===== src/rtl/eret_unit.sv =====
// rtl/eret_unit.sv - exception-return sequencer for the CP0 path
//
// Purpose: accepts an ERET from decode, waits for outstanding memory traffic
// to drain (bounded by DRAIN_TIMEOUT), then for one COMMIT cycle pulses
// flush, clr_llbit and either clr_erl, clr_exl or bad_eret, and finally
// presents the return target to fetch over a valid/ready handshake.
//
// Ports:
//   i_clk, i_reset          clock, synchronous active-high reset
//   i_eret_valid            ERET request from decode
//   o_eret_ready            unit idle, ERET can be accepted
//   i_status_exl/_erl       CP0 Status.EXL / Status.ERL, sampled at accept
//   i_epc, i_error_epc      CP0 EPC / ErrorEPC, sampled at accept
//   i_mem_busy              outstanding loads/stores exist
//   o_flush, o_clr_exl, o_clr_erl, o_clr_llbit, o_bad_eret, o_drain_timeout
//                           one-cycle pulses, only during COMMIT
//   o_redirect_valid/_pc    return target to fetch
//   i_redirect_ready        fetch accepts redirect
//   o_busy                  sequencer not idle

module eret_unit #(
  parameter int DRAIN_TIMEOUT = 255,
  parameter int CNT_W         = 16
) (
  input  logic        i_clk,
  input  logic        i_reset,
  input  logic        i_eret_valid,
  output logic        o_eret_ready,
  input  logic        i_status_exl,
  input  logic        i_status_erl,
  input  logic [31:0] i_epc,
  input  logic [31:0] i_error_epc,
  input  logic        i_mem_busy,
  output logic        o_flush,
  output logic        o_clr_exl,
  output logic        o_clr_erl,
  output logic        o_clr_llbit,
  output logic        o_bad_eret,
  output logic        o_drain_timeout,
  output logic        o_redirect_valid,
  output logic [31:0] o_redirect_pc,
  input  logic        i_redirect_ready,
  output logic        o_busy
);

  typedef enum logic [1:0] {
    S_IDLE,
    S_DRAIN,
    S_COMMIT,
    S_REDIRECT
  } state_t;

  localparam logic [CNT_W-1:0] LP_CNT_LAST = CNT_W'(DRAIN_TIMEOUT - 1);

  state_t             r_state;
  logic [CNT_W-1:0]   r_cnt;
  logic               r_exl;
  logic               r_erl;
  logic [31:0]        r_target;
  logic               r_eret_ready;
  logic               r_busy;
  logic               r_flush;
  logic               r_clr_exl;
  logic               r_clr_erl;
  logic               r_clr_llbit;
  logic               r_bad_eret;
  logic               r_drain_timeout;
  logic               r_redirect_valid;

  // Leave DRAIN when memory is quiet or the wait budget is exhausted.
  logic w_drain_done;
  assign w_drain_done = !i_mem_busy || (r_cnt == LP_CNT_LAST);

  always_ff @(posedge i_clk) begin
    if (i_reset) begin
      r_state          <= S_IDLE;
      r_cnt            <= '0;
      r_exl            <= 1'b0;
      r_erl            <= 1'b0;
      r_target         <= '0;
      r_eret_ready     <= 1'b1;
      r_busy           <= 1'b0;
      r_flush          <= 1'b0;
      r_clr_exl        <= 1'b0;
      r_clr_erl        <= 1'b0;
      r_clr_llbit      <= 1'b0;
      r_bad_eret       <= 1'b0;
      r_drain_timeout  <= 1'b0;
      r_redirect_valid <= 1'b0;
    end else begin
      // Pulse outputs are set only on the DRAIN->COMMIT edge, so they are
      // high for exactly the COMMIT cycle.
      r_flush         <= 1'b0;
      r_clr_exl       <= 1'b0;
      r_clr_erl       <= 1'b0;
      r_clr_llbit     <= 1'b0;
      r_bad_eret      <= 1'b0;
      r_drain_timeout <= 1'b0;

      case (r_state)
        S_IDLE: begin
          if (i_eret_valid) begin
            r_exl        <= i_status_exl;
            r_erl        <= i_status_erl;
            // ERL has priority: return through ErrorEPC.
            r_target     <= i_status_erl ? i_error_epc : i_epc;
            r_cnt        <= '0;
            r_eret_ready <= 1'b0;
            r_busy       <= 1'b1;
            r_state      <= S_DRAIN;
          end
        end

        S_DRAIN: begin
          if (w_drain_done) begin
            r_flush         <= 1'b1;
            r_clr_llbit     <= 1'b1;
            r_clr_erl       <= r_erl;
            r_clr_exl       <= !r_erl && r_exl;
            r_bad_eret      <= !r_erl && !r_exl;
            // Still busy here means the budget ran out.
            r_drain_timeout <= i_mem_busy;
            r_state         <= S_COMMIT;
          end else begin
            r_cnt <= r_cnt + CNT_W'(1);
          end
        end

        S_COMMIT: begin
          r_redirect_valid <= 1'b1;
          r_state          <= S_REDIRECT;
        end

        S_REDIRECT: begin
          if (i_redirect_ready) begin
            r_redirect_valid <= 1'b0;
            r_eret_ready     <= 1'b1;
            r_busy           <= 1'b0;
            r_state          <= S_IDLE;
          end
        end

        default: begin
          r_state <= S_IDLE;
        end
      endcase
    end
  end

  assign o_eret_ready     = r_eret_ready;
  assign o_busy           = r_busy;
  assign o_flush          = r_flush;
  assign o_clr_exl        = r_clr_exl;
  assign o_clr_erl        = r_clr_erl;
  assign o_clr_llbit      = r_clr_llbit;
  assign o_bad_eret       = r_bad_eret;
  assign o_drain_timeout  = r_drain_timeout;
  assign o_redirect_valid = r_redirect_valid;
  assign o_redirect_pc    = r_target;

endmodule


===== config.mk =====
export PLATFORM = sky130hd
export DESIGN_NAME = eret_unit
export DESIGN_NICKNAME = d
export VERILOG_FILES = /design/src/rtl/eret_unit.sv
export SDC_FILE = /design/constraint.sdc
export NUM_CORES = 1
export LEC_CHECK = 0
export BUFFER_PORTS_ARGS = -buffer_cell sky130_fd_sc_hd__buf_2
export CAP_MARGIN = 20
export CORE_UTILIZATION = 48
export DETAILED_ROUTE_END_ITERATION = 16
export GPL_ROUTABILITY_DRIVEN = 0
export PLACE_DENSITY = 0.86
export SYNTH_ARGS = -nofsm -noshare
export SYNTH_HDL_FRONTEND = slang
export SYNTH_SLANG_ARGS = --single-unit
export TNS_END_PERCENT = 20

===== constraint.sdc =====
create_clock -name i_clk -period 1.95 [get_ports i_clk]
set_clock_uncertainty 0.05 [all_clocks]
set_input_delay 0.0975 -clock i_clk [delete_from_list [all_inputs] [get_ports i_clk]]
set_output_delay 0.0975 -clock i_clk [all_outputs]
set_load 0.05 [all_outputs]

Word level (Yosys, flattened, before mapping)
Cells that the tools add are included.
- add/sub/neg operators: 1
- eq/ne operators: 8
- multiplexer cells: 16
- bitwise gates (word level): 2
- reduce and logical (&&, ||, !) cells: 17
- operator list (cell ; number):
    2-to-1 mux 16 bit ; 2
    2-to-1 mux 32 bit ; 1
    case mux 16 bit (2 select lines) ; 1
    adder 16 x 1 -> 16 bit (second input constant) ; 1
    equality test 16 x 8 -> 1 bit (second input constant) ; 1
    AND reduction 3 bit ; 3
    inequality test 2 bit (second input constant) ; 4
    case mux 2 bit (4 select lines) ; 1
    2-to-1 mux 2 bit ; 3
    case mux 1 bit (2 select lines) ; 3
    nonzero test 2 bit ; 3
    2-to-1 mux 1 bit ; 5
    equality test 2 bit (second input constant) ; 2
    AND reduction 2 bit ; 2
    logical NOT 1 bit ; 3
    OR reduction 3 bit ; 1
    equality test 2 x 1 -> 1 bit (second input constant) ; 1
    logical AND 1 bit ; 2
    logical NOT 2 bit ; 1
    inverter 1 bit ; 2
    OR reduction 2 bit ; 1
    logical OR 1 bit ; 1
- flip-flop bits (word level): 60
- bits of input ports: 71
- output and inout port bits: 41
- logic and storage cells: 57

Longest topological paths before layout
- depth in word-level cells: 4
- mapped depth: 8
- gate-level depth less buffers: 7

Worst setup path after synthesis
OpenSTA, ideal clock, no wires.
- path kind: flip-flop to flip-flop
- from: register r_state[0]
- to: register r_cnt[9]
- setup time: 0.074 ns
- arrival: 1.562 ns
- data required time: 1.826 ns
- path slack: 0.264 ns
- stages on the path, launching flop included: 9
- buffers on the path: 1
- period minus slack after synthesis: 1.686 ns
- path through: dfxtp_1 -> inv_1 -> ha_1 -> nor2b_1 -> nor3_1 -> and2_1 -> buf_2 -> nand4_1 -> o21ai_0
- cells in the longest elaborated chain, start to end: 3
- elaborated cells between the ends (all ways): 7
- those cells by class: 3 x eq/ne; 1 x mux; 3 x reduce/logical
- RTL lines (item ; line ; text):
    start, declared ; 55 ; state_t r_state;
    start signal, assigned ; 76 ; r_state <= S_IDLE;
    start signal, assigned ; 110 ; r_state <= S_DRAIN;
    start signal, assigned ; 123 ; r_state <= S_COMMIT;
    equality test 2 x 1 -> 1 bit / logical NOT 2 bit (equally long branches) ; 100 ; case (r_state)
    inequality test 2 bit (no source line) / nonzero test 2 bit (equally long branches) ; - ;
    AND reduction 3 bit (no source line) ; - ;
    end signal, assigned ; 125 ; r_cnt <= r_cnt + CNT_W'(1);
    end, declared ; 56 ; logic [CNT_W-1:0] r_cnt;
Several ways; a longest one is shown, not always the timed one.
A chain may end at the register's enable or synchronous reset.

Worst setup path in the final report
- from: register r_state[1]
- to: register r_cnt[9]
Same word-level chain as after synthesis.

==> metrics.csv <==
metric;value;unit
Final Total Pwr;0.00491;W
most common cell in the netlist;dfxtp_1;
EDFF count, synth;0;
post-synthesis compound-gate area fraction;0.194;
wire length on met2;3420;µm
unrepaired setup endpoints after global routing;no;
first-pass GRT wire length;11100;µm
FF-to-FF path depth;7;
RR Startpoint;r_state[1];
Setup crit end kind;register;
type of the worst min-delay path;in2reg;
FFs w/ async S/R, synth;0;
post-synthesis sequential area ratio;0.427;
Nets;503;
Synth Cell Area;2810;µm²
Hold Violations, Final;0;
WP data required;2110;ps
Seq cells post-synth;60;
Most used DFF post-synth;dfxtp_1;
worst vdd ir;0.910;mV
Worst slew margin;0.658;
die width;78.6;µm
hold endpoint;o_busy;
top cell type's share of synthesized area;0.427;
CTS buffer count;9;
top post-synthesis cells by area;dfxtp_1 43%, mux2i_1 12%, a211oi_1 8.8%, nor2_1 5.9%, ha_1 3.1%;
grt total ovfl;0;
CTS sink count;60;
# Post-CTS Setup Buffers;0;
Slew Viols, Final;0;
Setup violations, final;0;
drt via density;5.37;
Starting DRT DRC Count;182;
clock share of power;0.208;
Internal;0.00274;W
Worst-Skew Late Latency;340;ps
share of total power in combinational logic;0.463;
hold slack;28.3;ps
DR pass1 iterations;4;
status;finished, final reports clean;
total number of vias;2698;
most instantiated cells after synthesis;60 x dfxtp_1, 44 x nor2_1, 35 x mux2i_1, 33 x a211oi_1, 21 x nand2_1;
number of antenna violations at the first check in global routing;0;
Syn Nets;388;
Final WS setup;112;ps
row count;27;
met3 wire len;422;µm
sw frac;0.443;
HPWL Detailed;5060;µm
gr usage total;0.231;
reg-to-reg critical path endpoint;r_cnt[9];
layout cell share with drive strength beyond 1;0.342;
mux share of post-synthesis cell area;0.125;
max cap viols;0;
Worst Tran Pin Value;513;ps
vias in the first global route;2593;
DR DRC count;0;
WL/cell;13.5;µm
total wire length;6790;µm
PwrDens;1340;nW/µm²
Place WS;87.1;ps
antenna cells;0;
CTS tree;done;
CP max FO;7;
root buffer cell;clkbuf_8;
largest net degree at the start of global routing;45;
CP Launch Point;r_state[1];
area leader, netlist;dfxtp_1;
final setup TNS;0;ps
Buffers on Ports;111;
clock transition at the registers of the reported paths;60;ps
yosys warns;0;
Static Leak;1.70;nW
fin crit period;1840;ps
hold path depth;4;
Switch Pwr;0.00217;W
highest metal used;met4;
Adder-Cell Fraction of Synth Area;0.0311;
CP Class;reg2reg;
Post-Synth Simple-Gate Area;0.178;
Startpoint Class;register;
Mean Syn Cell Area;9.07;µm²
r2r setup slk;110;ps
DRT antenna net count;0;
area grow syn2layout;30.4;%
Starting Density;0.505;
M1 WL;2730;µm
CTS H-tree depth;3;
filler cell count in the final layout;449;
Clock Path Buffers;2;
Yosys cell types;40;
Post-Synth XOR/XNOR Area;0;
crit path DAT;2000;ps
die height;78.6;µm
Max Fclk;544;MHz
worst hold path startpoint;i_redirect_ready;
die area;6170;µm²
Period Utilization, post-route;0.943;
I/O pins;112;
sequential share of power;0.329;
largest family of logic cells by synthesized area;compound AO/OA/AOI/OAI gates;
Core ar.;5570;µm²
Mapped Cells;310;
cell type report:
type	count	area, µm²	share of cell area
clock buffer	15	176	0.0481
clock inverter	1	5.00	0.00136
inverter	6	22.5	0.00614
multi-input combinational	223	1500	0.408
sequential	60	1200	0.327
tap	72	90.1	0.0246
timing repair buffer	125	678	0.185
layer usage:
metal  track usage  vias to the layer above
met3        0.0593                       21
met1         0.245                     1220
met4         0.143                        0
met2         0.405                      104
met5             0                        -
li1              -                     1353
per-stage QoR:
stage | std cells | util | instance area, µm²
after CTS | 502 | 0.657 | 3660
after global routing | 502 | 0.658 | 3670
final | 502 | 0.658 | 3670
after global placement | 484 | 0.620 | 3460
after floorplan | 310 | - | 2810
after detailed placement | 484 | 0.620 | 3460
how the worst max path moves through the flow:
stage	cells after the start	slack, ps	endpoint
2_1_floorplan	8	260	r_cnt[9]
3_3_place_gp	7	230	r_cnt[9]
3_5_place_dp	7	90	r_cnt[9]
4_1_cts	7	30	r_cnt[9]
5_1_grt	7	10	r_cnt[12]
6_report	7	110	r_cnt[9]
power groups by stage:
stage	Clock, W	Combinational [W]	Sequential (W)
detailed placement	0	0.00224	0.00164
global route	0.00108	0.00245	0.00164
global placement	0	0.00218	0.00163
finish	0.00102	0.00227	0.00161
floorplan	0	0.000927	0.00239
CTS	0.00103	0.00225	0.00161
sequential cells by signal, indices dropped and copies added (netlist names):
signal	flops
o_redirect_valid	1
r_state	2
o_clr_exl	1
r_erl	1
o_clr_llbit	1
o_eret_ready	1
r_exl	1
o_bad_eret	1
r_cnt	16
o_busy	1
o_clr_erl	1
o_redirect_pc	32
o_drain_timeout	1
critical path, stage by stage (launching register included):
cell      delay [ps]
dfxtp_1          370
inv_1            100
ha_1             260
nand2b_1         190
a21oi_2          240
o22ai_2          170
o21ai_1          210
o21ai_0          120
cells by family after synthesis:
| group | Yosys count |
|---|---|
| muxes | 35 |
| adders and majority gates | 7 |
| and+or+nand+nor | 102 |
| DFF | 60 |
| buffers and inverters | 27 |
| AOI/OAI and AO/OA | 79 |
layout by cell type, fill, tap and decap left out, types with 4 or more instances in the layout:
cell,n
buf_2,111
dfxtp_1,60
nor2_1,43
mux2i_1,35
a211oi_1,33
nand2_1,21
o21ai_0,13
a21oi_1,12
clkbuf_8,12
buf_4,11
ha_1,7
inv_1,6
nand3_1,6
nand4_1,5
nor3_1,5
a31oi_1,4
o31ai_1,4
what timing repair did:
item / 4_1_cts / 5_1_grt
endpoints found under the setup margin: 0 / 12
hold buffers: 2 / 0
hold endpoints to repair: 2 / 0
resized for setup: 0 / 6
Note: power is estimated with default switching activity, not from simulation.
